<file path="config.mk">
export PLATFORM = sky130hd
export DESIGN_NAME = bus_arbiter_flat
export DESIGN_NICKNAME = d
export VERILOG_FILES = /design/src/rtl/bus_arbiter_if.sv /design/src/rtl/bus_arbiter.sv /design/src/flat_wrapper.sv
export SDC_FILE = /design/constraint.sdc
export NUM_CORES = 1
export LEC_CHECK = 0
export CAP_MARGIN = 0
export CORE_MARGIN = 1.5
export CORE_UTILIZATION = 34
export CTS_CLUSTER_SIZE = 14
export DETAILED_ROUTE_END_ITERATION = 8
export GPL_ROUTABILITY_DRIVEN = 0
export PLACE_DENSITY = 0.83
export SETUP_SLACK_MARGIN = 0.3
export SYNTH_ARGS = -nofsm -noshare
export SYNTH_HDL_FRONTEND = slang
export SYNTH_SLANG_ARGS = --single-unit
</file>
<file path="constraint.sdc">
create_clock -name i_clk -period 1.65 [get_ports i_clk]
set_input_delay 0.165 -clock i_clk [delete_from_list [all_inputs] [get_ports i_clk]]
set_output_delay 0.165 -clock i_clk [all_outputs]
set_load 0.1 [all_outputs]
</file>
<file path="src/rtl/bus_arbiter_if.sv">
// rtl/bus_arbiter_if.sv - Request/ack and external memory bus signals of the three-master arbiter.
interface bus_arbiter_if;
   logic        i_vga_cs;
   logic [15:0] i_vga_addr;
   logic        o_vga_ack;
   logic        i_uart_cs;
   logic        i_uart_we;
   logic [15:0] i_uart_addr;
   logic [7:0]  i_uart_dat;
   logic        o_uart_ack;
   logic        i_cpu_cs;
   logic        i_cpu_we;
   logic [15:0] i_cpu_addr;
   logic [7:0]  i_cpu_dat;
   logic        o_cpu_ack;
   logic        o_cpu_wait_n;
   logic [15:0] o_addr;
   logic [7:0]  o_dat;
   logic        o_we;
   logic        o_cs;
   logic        i_ack;
   logic        o_timeout;
   logic [1:0]  o_grant;

   // master: the arbiter, which drives the shared memory bus
   modport master (
      input  i_vga_cs, i_vga_addr, i_uart_cs, i_uart_we, i_uart_addr, i_uart_dat,
      input  i_cpu_cs, i_cpu_we, i_cpu_addr, i_cpu_dat, i_ack,
      output o_vga_ack, o_uart_ack, o_cpu_ack, o_cpu_wait_n,
      output o_addr, o_dat, o_we, o_cs, o_timeout, o_grant
   );

   // slave: the requesting masters plus the memory slave around the arbiter
   modport slave (
      output i_vga_cs, i_vga_addr, i_uart_cs, i_uart_we, i_uart_addr, i_uart_dat,
      output i_cpu_cs, i_cpu_we, i_cpu_addr, i_cpu_dat, i_ack,
      input  o_vga_ack, o_uart_ack, o_cpu_ack, o_cpu_wait_n,
      input  o_addr, o_dat, o_we, o_cs, o_timeout, o_grant
   );
endinterface

</file>
<file path="src/rtl/bus_arbiter.sv">
// rtl/bus_arbiter.sv - Grant-holding arbiter for video, UART and Z80 masters on the external memory bus.
module bus_arbiter #(
   parameter int unsigned TIMEOUT      = 255,
   parameter int unsigned STARVE_LIMIT = 4
) (
   input  logic          i_clk,
   input  logic          i_reset,
   bus_arbiter_if.master bus
);
   typedef enum logic [1:0] {IDLE, GRANT, RELEASE} state_t;

   state_t      state, state_nx;
   logic [1:0]  grant, grant_nx;
   logic [3:0]  starve_cnt, starve_nx;
   logic [15:0] to_cnt, to_nx;

   logic        own_cs;
   logic        own_we;
   logic [15:0] own_addr;
   logic [7:0]  own_dat;
   logic        own_ack;
   logic        timeout;

   // grant is non-zero only while in GRANT, so the mux alone blanks the bus elsewhere
   always_comb begin
      own_cs   = 1'b0;
      own_we   = 1'b0;
      own_addr = 16'd0;
      own_dat  = 8'd0;
      case (grant)
         2'd1: begin
            own_cs   = bus.i_vga_cs;
            own_addr = bus.i_vga_addr;
         end
         2'd2: begin
            own_cs   = bus.i_uart_cs;
            own_we   = bus.i_uart_we;
            own_addr = bus.i_uart_addr;
            own_dat  = bus.i_uart_dat;
         end
         2'd3: begin
            own_cs   = bus.i_cpu_cs;
            own_we   = bus.i_cpu_we;
            own_addr = bus.i_cpu_addr;
            own_dat  = bus.i_cpu_dat;
         end
         default: ;
      endcase
   end

   assign timeout = (state == GRANT) && own_cs && !bus.i_ack && (to_cnt == 16'(TIMEOUT - 1));
   assign own_ack = (state == GRANT) && own_cs && (bus.i_ack || timeout);

   always_comb begin
      state_nx  = state;
      grant_nx  = grant;
      starve_nx = starve_cnt;
      to_nx     = to_cnt;
      case (state)
         IDLE: begin
            to_nx = 16'd0;
            if (bus.i_cpu_cs && (starve_cnt >= 4'(STARVE_LIMIT))) grant_nx = 2'd3;
            else if (bus.i_vga_cs)                                 grant_nx = 2'd1;
            else if (bus.i_uart_cs)                                grant_nx = 2'd2;
            else if (bus.i_cpu_cs)                                 grant_nx = 2'd3;
            // a raised CPU request always produces some winner, so not-3 means the CPU lost
            if (!bus.i_cpu_cs || (grant_nx == 2'd3)) starve_nx = 4'd0;
            else if (starve_cnt != 4'd15)            starve_nx = starve_cnt + 4'd1;
            if (grant_nx != 2'd0) state_nx = GRANT;
         end
         GRANT: begin
            to_nx = to_cnt + 16'd1;
            if (!own_cs || bus.i_ack || timeout) begin
               state_nx = RELEASE;
               grant_nx = 2'd0;
            end
         end
         RELEASE: state_nx = IDLE;
         default: begin
            state_nx = IDLE;
            grant_nx = 2'd0;
         end
      endcase
   end

   always_ff @(posedge i_clk) begin
      if (i_reset) begin
         state      <= IDLE;
         grant      <= 2'd0;
         starve_cnt <= 4'd0;
         to_cnt     <= 16'd0;
      end else begin
         state      <= state_nx;
         grant      <= grant_nx;
         starve_cnt <= starve_nx;
         to_cnt     <= to_nx;
      end
   end

   assign bus.o_grant      = grant;
   assign bus.o_cs         = own_cs;
   assign bus.o_we         = own_we;
   assign bus.o_addr       = own_addr;
   assign bus.o_dat        = own_dat;
   assign bus.o_timeout    = timeout;
   assign bus.o_vga_ack    = own_ack && (grant == 2'd1);
   assign bus.o_uart_ack   = own_ack && (grant == 2'd2);
   assign bus.o_cpu_ack    = own_ack && (grant == 2'd3);
   assign bus.o_cpu_wait_n = !(bus.i_cpu_cs &&
                               !((grant == 2'd3) && (state == GRANT) && bus.i_ack));
endmodule

</file>
<file path="src/flat_wrapper.sv">
// flat-port wrapper written by rule: the top's interface ports become plain ports
module bus_arbiter_flat 
#(
   parameter int unsigned TIMEOUT      = 255,
   parameter int unsigned STARVE_LIMIT = 4
)
  (i_clk, i_reset, bus_i_vga_cs, bus_i_vga_addr, bus_i_uart_cs, bus_i_uart_we, bus_i_uart_addr, bus_i_uart_dat, bus_i_cpu_cs, bus_i_cpu_we, bus_i_cpu_addr, bus_i_cpu_dat, bus_i_ack, bus_o_vga_ack, bus_o_uart_ack, bus_o_cpu_ack, bus_o_cpu_wait_n, bus_o_addr, bus_o_dat, bus_o_we, bus_o_cs, bus_o_timeout, bus_o_grant);
  bus_arbiter_if bus_i ();
  input  logic i_clk;
  input  logic i_reset;
  input wire logic [$bits(bus_i.i_vga_cs)-1:0] bus_i_vga_cs;
  input wire logic [$bits(bus_i.i_vga_addr)-1:0] bus_i_vga_addr;
  input wire logic [$bits(bus_i.i_uart_cs)-1:0] bus_i_uart_cs;
  input wire logic [$bits(bus_i.i_uart_we)-1:0] bus_i_uart_we;
  input wire logic [$bits(bus_i.i_uart_addr)-1:0] bus_i_uart_addr;
  input wire logic [$bits(bus_i.i_uart_dat)-1:0] bus_i_uart_dat;
  input wire logic [$bits(bus_i.i_cpu_cs)-1:0] bus_i_cpu_cs;
  input wire logic [$bits(bus_i.i_cpu_we)-1:0] bus_i_cpu_we;
  input wire logic [$bits(bus_i.i_cpu_addr)-1:0] bus_i_cpu_addr;
  input wire logic [$bits(bus_i.i_cpu_dat)-1:0] bus_i_cpu_dat;
  input wire logic [$bits(bus_i.i_ack)-1:0] bus_i_ack;
  output wire logic [$bits(bus_i.o_vga_ack)-1:0] bus_o_vga_ack;
  output wire logic [$bits(bus_i.o_uart_ack)-1:0] bus_o_uart_ack;
  output wire logic [$bits(bus_i.o_cpu_ack)-1:0] bus_o_cpu_ack;
  output wire logic [$bits(bus_i.o_cpu_wait_n)-1:0] bus_o_cpu_wait_n;
  output wire logic [$bits(bus_i.o_addr)-1:0] bus_o_addr;
  output wire logic [$bits(bus_i.o_dat)-1:0] bus_o_dat;
  output wire logic [$bits(bus_i.o_we)-1:0] bus_o_we;
  output wire logic [$bits(bus_i.o_cs)-1:0] bus_o_cs;
  output wire logic [$bits(bus_i.o_timeout)-1:0] bus_o_timeout;
  output wire logic [$bits(bus_i.o_grant)-1:0] bus_o_grant;
  assign bus_i.i_vga_cs = bus_i_vga_cs;
  assign bus_i.i_vga_addr = bus_i_vga_addr;
  assign bus_i.i_uart_cs = bus_i_uart_cs;
  assign bus_i.i_uart_we = bus_i_uart_we;
  assign bus_i.i_uart_addr = bus_i_uart_addr;
  assign bus_i.i_uart_dat = bus_i_uart_dat;
  assign bus_i.i_cpu_cs = bus_i_cpu_cs;
  assign bus_i.i_cpu_we = bus_i_cpu_we;
  assign bus_i.i_cpu_addr = bus_i_cpu_addr;
  assign bus_i.i_cpu_dat = bus_i_cpu_dat;
  assign bus_i.i_ack = bus_i_ack;
  assign bus_o_vga_ack = bus_i.o_vga_ack;
  assign bus_o_uart_ack = bus_i.o_uart_ack;
  assign bus_o_cpu_ack = bus_i.o_cpu_ack;
  assign bus_o_cpu_wait_n = bus_i.o_cpu_wait_n;
  assign bus_o_addr = bus_i.o_addr;
  assign bus_o_dat = bus_i.o_dat;
  assign bus_o_we = bus_i.o_we;
  assign bus_o_cs = bus_i.o_cs;
  assign bus_o_timeout = bus_i.o_timeout;
  assign bus_o_grant = bus_i.o_grant;
  bus_arbiter #(.TIMEOUT(TIMEOUT), .STARVE_LIMIT(STARVE_LIMIT)) u_core (.i_clk(i_clk), .i_reset(i_reset), .bus(bus_i));
endmodule
</file>
# Yosys cells after proc, flatten, opt, wreduce, memory -nomap -nowiden
# Index checks and enable logic that the tools add are counted.
[op_classes] n_addsub=2 n_reduce_logical=27 n_lt_le_gt_ge=1 n_eq_ne=10 bitwise=1 n_mux=17
[ops] cell="16-bit case mux with 3 select lines" n=1
[ops] cell="16-bit case mux with 2 select lines" n=1
[ops] cell="16-bit by 1-bit adder with 16-bit output (second input constant)" n=1
[ops] cell="16-bit by 8-bit == test with 1-bit output (second input constant)" n=1
[ops] cell="2-bit 2-to-1 mux" n=8
[ops] cell="8-bit case mux with 2 select lines" n=1
[ops] cell="1-bit logical AND" n=11
[ops] cell="2-bit == test (second input constant)" n=4
[ops] cell="4-bit 2-to-1 mux" n=2
[ops] cell="2-bit case mux with 3 select lines" n=1
[ops] cell="2-bit AND reduction" n=3
[ops] cell="2-bit nonzero test" n=3
[ops] cell="1-bit logical NOT" n=5
[ops] cell="4-bit by 1-bit adder with 4-bit output (second input constant)" n=1
[ops] cell="2-bit by 1-bit == test with 1-bit output (second input constant)" n=2
[ops] cell="4-bit by 3-bit >= comparator with 1-bit output (second input constant)" n=1
[ops] cell="1-bit logical OR" n=4
[ops] cell="4-bit inequality test (second input constant)" n=1
[ops] cell="2-bit case mux with 2 select lines" n=1
[ops] cell="1-bit case mux with 3 select lines" n=1
[ops] cell="2-bit logical NOT" n=1
[ops] cell="2-bit by 1-bit inequality test with 1-bit output (second input constant)" n=1
[ops] cell="2-bit inequality test (second input constant)" n=1
[ops] cell="1-bit case mux with 2 select lines" n=1
[ops] cell="1-bit NOT" n=1
[totals] regBits=24 input_bits=72 output_inout_bits=33

# Longest topological paths before layout
[depth] depth_word=9 mapped_depth=6 mapped_depth_nobuf=6

# Least setup slack after synthesis
# No wires, ideal clock.
[synth_timing] path_type="register to output" from="register u_core.grant[1] (netlist: u_core.bus.o_grant[1])" to="output bus_o_uart_ack" slack_ps=-2456 arrival_ps=3941 stages_incl_launch_ff=6 n_path_buf=1 path_cell_list="dfxtp_1 > clkbuf_1 > a21oi_1 > a211oi_2 > nand2b_1 > nor3b_1"
[synth_via] elab_chain_len=8 word_cells_on_any_way=10 classes_between="eq/ne (3); mux (1); reduce/logical (6)"
[synth_lines] item="start: declaration" line_no="bus_arbiter.sv:13" text="logic [1:0] grant, grant_nx;"
[synth_lines] item="start signal: assignment" line_no="bus_arbiter.sv:94" text="grant <= grant_nx;"
[synth_lines] item="2-bit == test, or another cell as far along" line_no="bus_arbiter.sv:30" text="case (grant)"
[synth_lines] item="1-bit case mux with 3 select lines" line_no="bus_arbiter.sv:30"
[synth_lines] item="1-bit logical AND" line_no="bus_arbiter.sv:51, bus_arbiter.sv:52"
[synth_lines] item="1-bit logical AND (2 in series)" line_no="bus_arbiter.sv:51" text="assign timeout = (state == GRANT) && own_cs && !bus.i_ack && (to_cnt == 16'(TIMEOUT - 1));"
[synth_lines] item="1-bit logical OR" line_no="bus_arbiter.sv:52" text="assign own_ack = (state == GRANT) && own_cs && (bus.i_ack || timeout);"
[synth_lines] item="1-bit logical AND" line_no="bus_arbiter.sv:52"
[synth_lines] item="1-bit logical AND *" line_no="bus_arbiter.sv:107" text="assign bus.o_uart_ack = own_ack && (grant == 2'd2);"
[synth_lines] item="end: declaration" line_no="flat_wrapper.sv:23" text="output wire logic [$bits(bus_i.o_uart_ack)-1:0] bus_o_uart_ack;"
# Every way passes the cells marked *; elsewhere a longest branch is shown, timed or not.

# Final worst setup path
[layout_timing] from="register u_core.to_cnt[0]" to="output bus_o_timeout"
[layout_via] elab_chain_len=2
[layout_lines] item="start: declaration" line_no="bus_arbiter.sv:15" text="logic [15:0] to_cnt, to_nx;"
[layout_lines] item="start signal: assignment" line_no="bus_arbiter.sv:96" text="to_cnt <= to_nx;"
[layout_lines] item="16-bit by 8-bit == test with 1-bit output" line_no="bus_arbiter.sv:51"
[layout_lines] item="1-bit logical AND" line_no="bus_arbiter.sv:51"
[layout_lines] item="end: declaration" line_no="flat_wrapper.sv:30" text="output wire logic [$bits(bus_i.o_timeout)-1:0] bus_o_timeout;"
# No other way between the ends.

==> flow_summary.yaml <==
yosys:
  syn-num-nets: 282
  syn_area_sq_um: 1780
  synth_warnings: 0
  synth_flop_cell: "dfxtp_1"
  synth_cells: 207
  yosysSeqAreaShare_pct: 27.0
  synthDistinctLibCells: 47
  ys_async_sr_fraction_pct: 0
  synth_edf_count: 0
  syn_avg_cell_area_sq_um: 8.60
  ys_ff_latch: 24
power:
  p_per_area_nw_per_um2: 664
  peakVddDrop_mv: 0.673
  power_mw: 3.14
  leakage_nw: 1.92
routing:
  wl_met3_um: 1230
  vias_per_cell: 6.28
  num_vias: 2783
  wl_um: 13100
  routed.top_layer: "met4"
  antenna_left: 0
  drc: 0
  m1WireLength_um: 4450
  wl_per_cell_um: 29.6
  firstDrtPassIters: 5
  dr_wl_met2_um: 6450
  drtIter0Drc: 255
global_route:
  overflow: 0
  grt_start_max_net_pins: 17
  grt_util_all_layers_pct: 39.4
  grt_pass1_wl_um: 16100
  grt_pass1_vias: 2824
  antenna_found_initial: 0
run_status:
  run_status: "finished with violations"
  violations: "setup timing"
finish:
  seq_area_sq_um: 498
  antenna_cells: 0
  mostFrequentLayoutCell: "clkdlybuf4s50_1"
  multi_input_area_sq_um: 1930
  final_net_count: 449
  final_cell_mix: "69 x clkdlybuf4s50_1, 41 x buf_4, 39 x buf_12"
  n_fill_cell: 158
  drive_above_1_share_pct: 57.6
  stdcell_area_sq_um: 4720
  syn_to_final_growth_pct: 165
timing:
  setup-violations-final: 35
  relSlewSlack_pct: 65.2
  fin_ws_ps: -459
  final.setup.tns_ps: -8190
  maxSlewViolCount: 0
  post-route-min-period_ps: 2110
  holdWs_ps: 488
  tightest_slew_ps: 515
  final-hold-violation-count: 0
  rsz0062_at_grt: "yes"
  clock_skew_ps: 14.0
  fmax_mhz: 474
  post-route-period-util_pct: 128
critical_path:
  reg2regPathDepth: 7
  required_ps: 1480
  end_kind: "output port"
  path_max_fanout: 2
  startpoint_type: "flop"
  arrival_ps: 1940
  crit_type: "reg -> out"
clock_tree:
  root_buffer: "clkbuf_8"
  numCtsBuffers: 3
  hold_buffers: 0
  clock_latency_ps: 290
  clock_sinks: 24
  cts_max_level: 1
  clk_pin_slew_ps: 100
  clockBufferDepth: 2
  cts_tree: "done"
placement:
  dp_slack_ps: -318
  io_buffers: 104
  hpwlAfterDp_um: 6000
  place_area_sq_um: 3770
hold_path:
  whs_path_depth: 4
  min_path_type: "in -> reg"
floorplanning:
  dieArea_sq_um: 5680
  coreArea_sq_um: 5070
  initial_core_util_pct: 35.1
  rows: 26
  fp.dieW_um: 75.4
  fp.dieH_um: 75.4
  top_level_ports: 105
job:
  max_cap_viol_count: 0
[Yosys cell counts (all sizes together) (6+ instances only)]
| library cell | number | share of area, % |
|---|---|---|
| xor2 | 6 | 3.0 |
| nand4 | 6 | 2.5 |
| nor2 | 26 | 5.8 |
| nand3 | 7 | 2.0 |
| dfxtp | 24 | 27 |
| mux2i | 10 | 5.6 |
| o21ai | 7 | 2.0 |
| mux2 | 17 | 11 |
| nor2b | 10 | 3.5 |
| a21oi | 9 | 2.5 |
| buf | 8 | 2.2 |
| inv | 8 | 1.7 |
| a22o | 16 | 7.9 |
[logic make-up (layout without fill, tap and decap cells)]
family                   after synthesis  after routing  synth area share (%)
multiplexers                          27             27                  16.4
flip-flops                            24             24                  27.0
adder cells (fa/ha/maj)                3              3                  2.11
XOR/XNOR                              11             11                  5.41
buffers and inverters                 21            187                  4.92
AO/OA/AOI/OAI                         43             43                  17.9
AND/OR/NAND/NOR                       78             78                  26.3
[per-stage QoR]
step           cells  utilization, %
2_1_floorplan    207               -
3_3_place_gp     403            74.4
3_5_place_dp     403            74.4
4_1_cts          436            89.7
5_1_grt          443            93.1
6_report         443            93.1
[routing by layer]
| metal | GRT usage (%) | vias up |
|---|---|---|
| met5 | 0 | - |
| met4 | 19.2 | 0 |
| met3 | 8.33 | 100 |
| met2 | 71.8 | 270 |
| met1 | 43.2 | 1321 |
| li1 | - | 1092 |
[what timing repair did]
action,in CTS,in global routing
setup endpoints to repair,42,54
cloned,4,0
gates resized for setup,93,27
buffers inserted,25,7
pin swaps,20,10
[report_power, final]
part | leakage, nW | total, mW | internal, mW | switching [mW]
sequential | 0.199 | 0.642 | 0.601 | 0.0409
combinational | 1.70 | 2.11 | 0.984 | 1.12
clock | 0.0228 | 0.388 | 0.174 | 0.214
total | 1.92 | 3.14 | 1.76 | 1.38
[registers in the layout, indices dropped and copies added (netlist names)]
| signal | flops |
|---|---|
| u_core.to_cnt | 16 |
| u_core.starve_cnt | 4 |
| u_core.bus.o_grant | 2 |
| u_core.state | 2 |
[final cells by class]
type                       count  area share [%]
clock buffer                   4           0.954
multi-input combinational    162            40.8
timing repair buffer         175            45.2
tap                           70            1.85
inverter                       8           0.636
sequential                    24            10.5
[final timing paths]
path	to	start	slack, ps
setup reg to reg	u_core.to_cnt[11]$_SDFFE_PP0P_	u_core.to_cnt[1]$_SDFFE_PP0P_	-200
hold / removal	u_core.bus.o_grant[0]$_SDFFE_PP0P_	bus_i_vga_cs	490
setup / recovery	bus_o_timeout	u_core.to_cnt[0]$_SDFFE_PP0P_	-460
hold reg to reg	u_core.starve_cnt[1]$_SDFFE_PP0P_	u_core.starve_cnt[1]$_SDFFE_PP0P_	580
[critical path: stages, from the launching register on]
cell and delay (ps):
dfxtp_2 350, inv_2 60, ha_4 110, nor4b_4 290
buf_4 180, nand4_1 170, nor3b_4 280, buf_12 210
No activity file was read; power rests on OpenSTA's default activity.
